--- src/rtl/swchaddr_pkg.sv ---
// Shared definitions for the MAC learning/lookup engine: FSM states,
// table entry word layout and the MAC-to-index hash.
package swchaddr_pkg;

  typedef enum logic [3:0] {
    INIT,
    IDLE,
    RD_D0,
    RD_D1,
    RD_S0,
    RD_S1,
    WR_S0,
    WR_S1,
    RESP
  } state_t;

  // Entry word1 layout; word0 simply holds mac[31:0]
  localparam int W1_VALID_BIT = 31;
  localparam int W1_PORT_LSB  = 16;
  localparam int W1_MACHI_MSB = 15;

  localparam logic [47:0] MAC_BCAST = 48'hFFFF_FFFF_FFFF;

  // XOR fold of the 48 MAC bits into w-bit slices; bit i lands on bit (i mod w),
  // which is the same as zero-padding the top slice. Caller keeps the low w bits.
  function automatic logic [47:0] mac_hash(input logic [47:0] mac, input int w);
    logic [47:0] h;
    h = '0;
    for (int i = 0; i < 48; i++) begin
      h = h ^ (((mac >> i) & 48'h1) << (i % w));
    end
    return h;
  endfunction

endpackage

--- src/rtl/swchaddr_hash.sv ---
// Purely combinational MAC hash, one instance per looked-up address.
module swchaddr_hash
  import swchaddr_pkg::*;
#(
  parameter int HASH_W = 8
) (
  input  logic [47:0]       mac,
  output logic [HASH_W-1:0] idx
);

  assign idx = HASH_W'(mac_hash(mac, HASH_W));

endmodule

--- src/rtl/swchaddr_engine.sv ---
// Ethernet switch address engine: per request, looks up the destination MAC
// in a direct-mapped table held in external memory, learns the source MAC
// and ingress port, and returns the egress port or a flood indication.
// Optional statistics counters are built when SWCHADDR_STATS_EN is defined.
module swchaddr_engine
  import swchaddr_pkg::*;
#(
  parameter int          HASH_W   = 8,
  parameter int          PORT_W   = 2,
  parameter logic [31:0] TBL_BASE = 32'h0
) (
  input  logic              clk,
  input  logic              rstn,
  input  logic              req_valid,
  output logic              req_ready,
  input  logic [47:0]       req_dmac,
  input  logic [47:0]       req_smac,
  input  logic [PORT_W-1:0] req_port,
  output logic              resp_valid,
  input  logic              resp_ready,
  output logic [PORT_W-1:0] resp_port,
  output logic              resp_flood,
  output logic [31:0]       f0_waddr,
  output logic [31:0]       f0_wdata,
  output logic              f0_write,
  output logic [31:0]       f0_raddr,
  input  logic [31:0]       f0_rdata
`ifdef SWCHADDR_STATS_EN
  ,
  output logic [31:0]       stat_hit,
  output logic [31:0]       stat_miss,
  output logic [31:0]       stat_learn
`endif
);

  state_t              state;
  state_t              next_state;

  logic                init_armed;
  logic [HASH_W:0]     init_idx;

  logic [47:0]         dmac_q;
  logic [47:0]         smac_q;
  logic [PORT_W-1:0]   port_q;

  logic [HASH_W-1:0]   d_idx;
  logic [HASH_W-1:0]   s_idx;
  logic [31:0]         d_base;
  logic [31:0]         s_base;

  // Words captured during the read phase: dst w0, dst w1, src w0, src w1
  logic [31:0]         rd_word [4];

  logic                d_hit;
  logic [PORT_W-1:0]   d_port;
  logic                is_bcast;
  logic                src_match;
  logic [31:0]         learn_w1;

  logic [PORT_W-1:0]   resp_port_q;
  logic                resp_flood_q;

  swchaddr_hash #(.HASH_W(HASH_W)) u_hash_dst (
    .mac (dmac_q),
    .idx (d_idx)
  );

  swchaddr_hash #(.HASH_W(HASH_W)) u_hash_src (
    .mac (smac_q),
    .idx (s_idx)
  );

  assign d_base = TBL_BASE + 32'({d_idx, 1'b0});
  assign s_base = TBL_BASE + 32'({s_idx, 1'b0});

  // The destination words stay untouched from RD_S0 until the next request,
  // so the lookup result is always taken from the table before any learn.
  assign is_bcast = (dmac_q == MAC_BCAST);
  assign d_hit    = rd_word[1][W1_VALID_BIT] &&
                    ({rd_word[1][W1_MACHI_MSB:0], rd_word[0]} == dmac_q);
  assign d_port   = rd_word[1][W1_PORT_LSB +: PORT_W];

  // Source word1 is examined live in RD_S1 so the learn decision costs no extra cycle
  assign src_match = f0_rdata[W1_VALID_BIT] &&
                     (f0_rdata[W1_PORT_LSB +: PORT_W] == port_q) &&
                     ({f0_rdata[W1_MACHI_MSB:0], rd_word[2]} == smac_q);

  // Builds the word1 image of the entry being learned
  always_comb begin
    learn_w1                           = '0;
    learn_w1[W1_VALID_BIT]             = 1'b1;
    learn_w1[W1_PORT_LSB +: PORT_W]    = port_q;
    learn_w1[W1_MACHI_MSB:0]           = smac_q[47:32];
  end

  // FSM state register
  always_ff @(posedge clk or negedge rstn) begin
    if (!rstn) begin
      state <= INIT;
    end else begin
      state <= next_state;
    end
  end

  // FSM next-state logic
  always_comb begin
    next_state = state;
    case (state)
      INIT:    if (init_armed && (init_idx == '1)) next_state = IDLE;
      IDLE:    if (req_valid) next_state = RD_D0;
      RD_D0:   next_state = RD_D1;
      RD_D1:   next_state = RD_S0;
      RD_S0:   next_state = RD_S1;
      RD_S1:   next_state = src_match ? RESP : WR_S0;
      WR_S0:   next_state = WR_S1;
      WR_S1:   next_state = RESP;
      RESP:    if (resp_ready) next_state = IDLE;
      default: next_state = INIT;
    endcase
  end

  // FSM outputs: handshakes and memory port decoded from the current state
  always_comb begin
    req_ready  = (state == IDLE);
    resp_valid = (state == RESP);
    f0_write   = 1'b0;
    f0_waddr   = '0;
    f0_wdata   = '0;
    f0_raddr   = '0;
    case (state)
      INIT: begin
        if (init_armed) begin
          f0_write = 1'b1;
          f0_waddr = TBL_BASE + 32'(init_idx);
        end
      end
      RD_D0: f0_raddr = d_base;
      RD_D1: f0_raddr = d_base + 32'd1;
      RD_S0: f0_raddr = s_base;
      RD_S1: f0_raddr = s_base + 32'd1;
      WR_S0: begin
        f0_write = 1'b1;
        f0_waddr = s_base;
        f0_wdata = smac_q[31:0];
      end
      WR_S1: begin
        f0_write = 1'b1;
        f0_waddr = s_base + 32'd1;
        f0_wdata = learn_w1;
      end
      default: ;
    endcase
  end

  // Table clearing sweep; the arm flag keeps the write strobe low while in reset
  always_ff @(posedge clk or negedge rstn) begin
    if (!rstn) begin
      init_armed <= 1'b0;
      init_idx   <= '0;
    end else if (state == INIT) begin
      init_armed <= 1'b1;
      if (init_armed) begin
        init_idx <= init_idx + 1'b1;
      end
    end
  end

  // Registers the request fields on acceptance
  always_ff @(posedge clk or negedge rstn) begin
    if (!rstn) begin
      dmac_q <= '0;
      smac_q <= '0;
      port_q <= '0;
    end else if (req_valid && req_ready) begin
      dmac_q <= req_dmac;
      smac_q <= req_smac;
      port_q <= req_port;
    end
  end

  // Captures each table word as it is read
  always_ff @(posedge clk or negedge rstn) begin
    if (!rstn) begin
      for (int i = 0; i < 4; i++) begin
        rd_word[i] <= '0;
      end
    end else begin
      case (state)
        RD_D0:   rd_word[0] <= f0_rdata;
        RD_D1:   rd_word[1] <= f0_rdata;
        RD_S0:   rd_word[2] <= f0_rdata;
        RD_S1:   rd_word[3] <= f0_rdata;
        default: ;
      endcase
    end
  end

  // Latches the response once and holds it through any back-pressure in RESP
  always_ff @(posedge clk or negedge rstn) begin
    if (!rstn) begin
      resp_port_q  <= '0;
      resp_flood_q <= 1'b0;
    end else if (state == RD_S1) begin
      resp_flood_q <= !d_hit || is_bcast;
      resp_port_q  <= (d_hit && !is_bcast) ? d_port : '0;
    end
  end

  assign resp_port  = resp_port_q;
  assign resp_flood = resp_flood_q;

`ifdef SWCHADDR_STATS_EN
  // Wrapping per-request counters, bumped once as each request enters RESP
  always_ff @(posedge clk or negedge rstn) begin
    if (!rstn) begin
      stat_hit   <= '0;
      stat_miss  <= '0;
      stat_learn <= '0;
    end else if ((next_state == RESP) && (state != RESP)) begin
      if (d_hit) begin
        stat_hit <= stat_hit + 32'd1;
      end else begin
        stat_miss <= stat_miss + 32'd1;
      end
      if (state == WR_S1) begin
        stat_learn <= stat_learn + 32'd1;
      end
    end
  end
`endif

endmodule
--- config.mk ---
export PLATFORM = sky130hd
export DESIGN_NAME = swchaddr_engine
export DESIGN_NICKNAME = d
export VERILOG_FILES = /design/src/rtl/swchaddr_pkg.sv /design/src/rtl/swchaddr_hash.sv /design/src/rtl/swchaddr_engine.sv
export SDC_FILE = /design/constraint.sdc
export NUM_CORES = 1
export LEC_CHECK = 0
export CAP_MARGIN = 0
export CORE_MARGIN = 4
export CORE_UTILIZATION = 35
export DETAILED_ROUTE_END_ITERATION = 7
export REMOVE_ABC_BUFFERS = 1
export SLEW_MARGIN = 20
export SYNTH_ARGS = -nofsm -noshare
export SYNTH_HDL_FRONTEND = slang
export SYNTH_HIERARCHICAL = 1
export SYNTH_SLANG_ARGS = --single-unit
--- constraint.sdc ---
create_clock -name clk -period 2.91 [get_ports clk]
set_input_delay 0.582 -clock clk [delete_from_list [all_inputs] [get_ports clk]]
set_output_delay 0.582 -clock clk [all_outputs]
set_load 0.02 [all_outputs]
==> out/results.txt <==
Each instance of the synthesized netlist takes up on average 12.66 um^2. In this run, distinct cell masters in the synthesized netlist total 49. After detailed routing, the number of vias per cell comes to 4.933.

At the end of the flow, the number of nets in the layout was 1198. For the synthesized area, the log shows 10550 um^2. The tree is rooted in a sky130_fd_sc_hd__clkbuf_16.

Buffers placed on the I/O ports in this run total 189. The horizontal extent of the die is 181.6 um. The H-tree was split into 4 levels. The initial detailed-routing violation count is 531, and the number of violations of the max-capacitance limit is 0.

Leaving out fill and tap cells, the most frequent cells in the layout are sky130_fd_sc_hd__dfrtp_1, sky130_fd_sc_hd__mux2_2, sky130_fd_sc_hd__clkdlybuf4s50_1. The relative contribution of combinational cells to total power is 54.0%, and the share of the clock period used by the worst path is 97.40%. In this run the power density over the cells is 1274 nW/um^2. The die is 181.6 um tall. The register-to-register path setup slack is 0.49 ns. The post-synthesis sequential area ratio came out at 46.98%. The number of placement rows is 63, and the clock buffer count from CTS is 17. STA classifies the critical path endpoint as an output port. Broken down by cell family, the worst path's largest delay share belongs to buffers and inverters.

The worst-case setup margin in the final layout is 0.07579 ns. In this run the critical register-to-register path is launched from state[0]. Fraction of power spent switching nets: 40.49%. The fraction of layout cells with a size suffix above 1 works out to 28.47%.

At the pin with the least slew margin, the transition time is 0.6536 ns. The I/O pin total is 236, and the worst vdd rail ir drop is 0.4411 mV. The area of the core was 29720 um^2; the worst clock skew was 0.01098 ns. For the worst-skew pair, the clock arrives at the later sink with an insertion delay of 0.44 ns. The share of power burned in registers is 32.8%.

STA classifies the critical path startpoint as a register. The number of buffer and inverter instances along the worst setup path was 2. The die covers 32980 um^2. For this block, the routed nets add up to 31600 um of wire. Yosys printed 6 warnings. The tools report the peak clock frequency supported by timing as 352.8 MHz. The overall routing resource usage is 18.76%, and the flip-flop and latch count after synthesis is 198. The run gives 0 as the number of endpoints failing setup at the final stage. For this run the aggregate overflow at the end of global routing stands at 0.

Summed over all nets, the half-perimeter wirelength after detailed placement is 24650 um. The first-pass iteration count of the detailed router was 6. The clock period could shrink to 2.834 ns. The run finished with clean final reports. Entering global routing, the biggest net connects 66 pins.

After clock tree synthesis, the clock-pin slew on the worst setup and hold paths is 0.07 ns. Yosys mapped a number of flops with a built-in enable equal to 0. The largest individual stage delay along the critical path comes from the cell sky130_fd_sc_hd__clkdlybuf4s50_1.

The starting utilization of the core area was 35.49%; the worst path required time was 2.33 ns. The residual DRC count is 0. The min-delay analysis places its worst path in the category input pin to async pin.

The top cell type by area accounts for 46.98% of the synthesized area. Among all flip-flop cells after synthesis, the most frequent one is sky130_fd_sc_hd__dfrtp_1. Internal power comes to 0.01040 W.

The analysis attributes to cell leakage a power of 6.254 nW. The TritonCTS sink count is 198. The run gives 833 as the synthesized netlist cell count.

Setup repair after global routing could not meet its margin everywhere. In this run the cell area measured after placement is 13050 um^2. The area growth from synthesis to layout is 30.05%.

By area the synthesized netlist is led by sky130_fd_sc_hd__dfrtp_1, sky130_fd_sc_hd__mux2_2, sky130_fd_sc_hd__xnor2_1. Adding up every negative setup slack in the final design gives 0 ns. The path depth of the worst reg2reg path was 8; the final number of hold-violating endpoints was 0. The worst-case clock buffer depth is 2, and the initial antenna violation count is 1. For the hold buffer count at cts, the log shows 0. The worst pin sits at a relative slew slack of 56.02%. The first global-routing pass estimated 46690 um of wire. The power spent charging and discharging nets is 0.007077 W, and the number of nets with antenna violations after routing is 0.

In this design, the stage delay of the slowest critical-path cell is 0.60 ns. The number of global-route vias before repair was 7398. The synthesized design spends more area on one cell type than any other, namely sky130_fd_sc_hd__dfrtp_1. The share of total power dissipated in the clock network is 13.2%. The congestion estimate from routability-driven global placement came to 0.8743. The critical path start-end classification is register to output port. The worst register-to-register path ends at resp_port[1]. The signal on the critical path passes through and2b_1, nand2_1, buf_4, nor2_1, clkdlybuf4s50_1. The finished cells cover 13720 um^2.

The total count of max-transition violations in the final report is 0, and the fraction of registers with async set or reset after synthesis is 100.0%. Total number of vias: 7236. For the worst setup path, the data arrival time is 2.25 ns. The most common library cell in the layout ignoring fill and taps was sky130_fd_sc_hd__dfrtp_1. After detailed routing, the average wire length per cell comes to 21.54 um.

TritonCTS built the clock tree. In this run the worst path has a maximum fanout of 12. At the placement stage, the worst setup path has a slack of 0.1387 ns.
-- Yosys cell counts, drive strengths merged, types with 2 or more instances --
library cell  count
nand4            31
nand2            15
o22ai             4
o21ai             7
mux2            179
clkbuf            5
nor2             40
nor4             14
nor2b             3
mux2i            18
xnor3            16
a22oi             9
buf              73
nand3             2
a222oi            2
xnor2           109
inv              18
a21oi             3
nor3              8
ha                2
or2               2
xor2             31
and2             14
o2bb2ai           3
a22o             11
dfrtp           198
o221ai            2
nand2b            2
-- cells by family (layout without fill, tap and decap cells) --
| group | Yosys count | count (layout) | synth area share [%] |
|---|---|---|---|
| AO/OA/AOI/OAI | 47 | 47 | 3.381 |
| XOR/XNOR | 156 | 156 | 16.18 |
| adder cells (fa/ha/maj) | 2 | 2 | 0.2372 |
| buffers and inverters | 96 | 293 | 5.409 |
| flip-flops | 198 | 198 | 46.98 |
| multiplexers | 197 | 197 | 20.82 |
| other | 1 | 48 | 0.03555 |
| AND/OR/NAND/NOR | 136 | 136 | 6.963 |
-- worst max-delay path by stage --
stage | from | endpoint | slack [ns] | cells past startpoint
floorplan | state[0] | f0_raddr[0] | -0.59 | 3
global placement | f0_rdata[1] | state[1] | 0.16 | 6
detailed placement | f0_rdata[1] | state[1] | 0.14 | 6
CTS | smac_q[15] | f0_waddr[8] | 0.0007 | 4
global route | state[0] | req_ready | -0.009 | 5
finish | state[3] | f0_wdata[4] | 0.08 | 5
-- cell type report --
type,instances,area (um^2)
multi-input combinational,584,5258
tap,390,488.0
antenna,2,5.005
clock buffer,18,429.2
sequential,198,4957
inverter,18,67.56
timing repair buffer,243,2386
clock inverter,14,126.4
fill,2784,16000
-- per-layer routing --
layer / GRT usage [%] / share of wire (%) / up-vias
met5: 0 / 0 / -
met4: 4.233 / 1.1 / 0
met3: 3.926 / 5.9 / 23
met2: 30.79 / 48 / 248
met1: 25.69 / 45 / 3678
li1: - / - / 3287
-- metrics by stage --
stage	hold WS, ns	total power [W]	utilization [%]	cells
floorplan	0.2864	0.01144	-	800
global placement	0.4646	0.01522	43.93	1431
detailed placement	0.4890	0.01529	43.93	1431
CTS	0.1489	0.01758	45.90	1465
global route	0.1552	0.01833	46.15	1466
finish	0.1254	0.01748	46.16	1467
-- repair_timing --
item                                    CTS  global route
pin swaps                                 0             0
endpoints found under the setup margin   44            18
buffers inserted                          2             0
resized for setup                        40            26
-- registers in the layout, indices dropped and copies added (netlist names) --
signal and flops:
init_idx 9, init_armed 1, resp_flood 1, d_port 2, state 4, port_q 2
smac_q 48, resp_port 2, dmac_q 48, rd_word 81
-- worst register-to-register path, cell delays in order, from the launching register on --
cell	delay [ns]
sky130_fd_sc_hd__dfrtp_1	0.44
sky130_fd_sc_hd__buf_12	0.26
sky130_fd_sc_hd__nor2b_2	0.26
sky130_fd_sc_hd__nand2_2	0.09
sky130_fd_sc_hd__buf_4	0.18
sky130_fd_sc_hd__nor4_1	0.27
sky130_fd_sc_hd__nand4_1	0.14
sky130_fd_sc_hd__a311oi_2	0.51
sky130_fd_sc_hd__a22o_1	0.22
-- power by group through the flow --
stage | Sequential [W] | Clock [W] | Combinational (W)
3_5_place_dp | 0.00578 | 0 | 0.00952
5_1_grt | 0.00591 | 0.00247 | 0.00995
4_1_cts | 0.00574 | 0.00236 | 0.00948
3_3_place_gp | 0.00575 | 0 | 0.00947
2_1_floorplan | 0.00537 | 0 | 0.00606
6_report | 0.00574 | 0.00230 | 0.00944
Power figures use the tool's default switching activity.
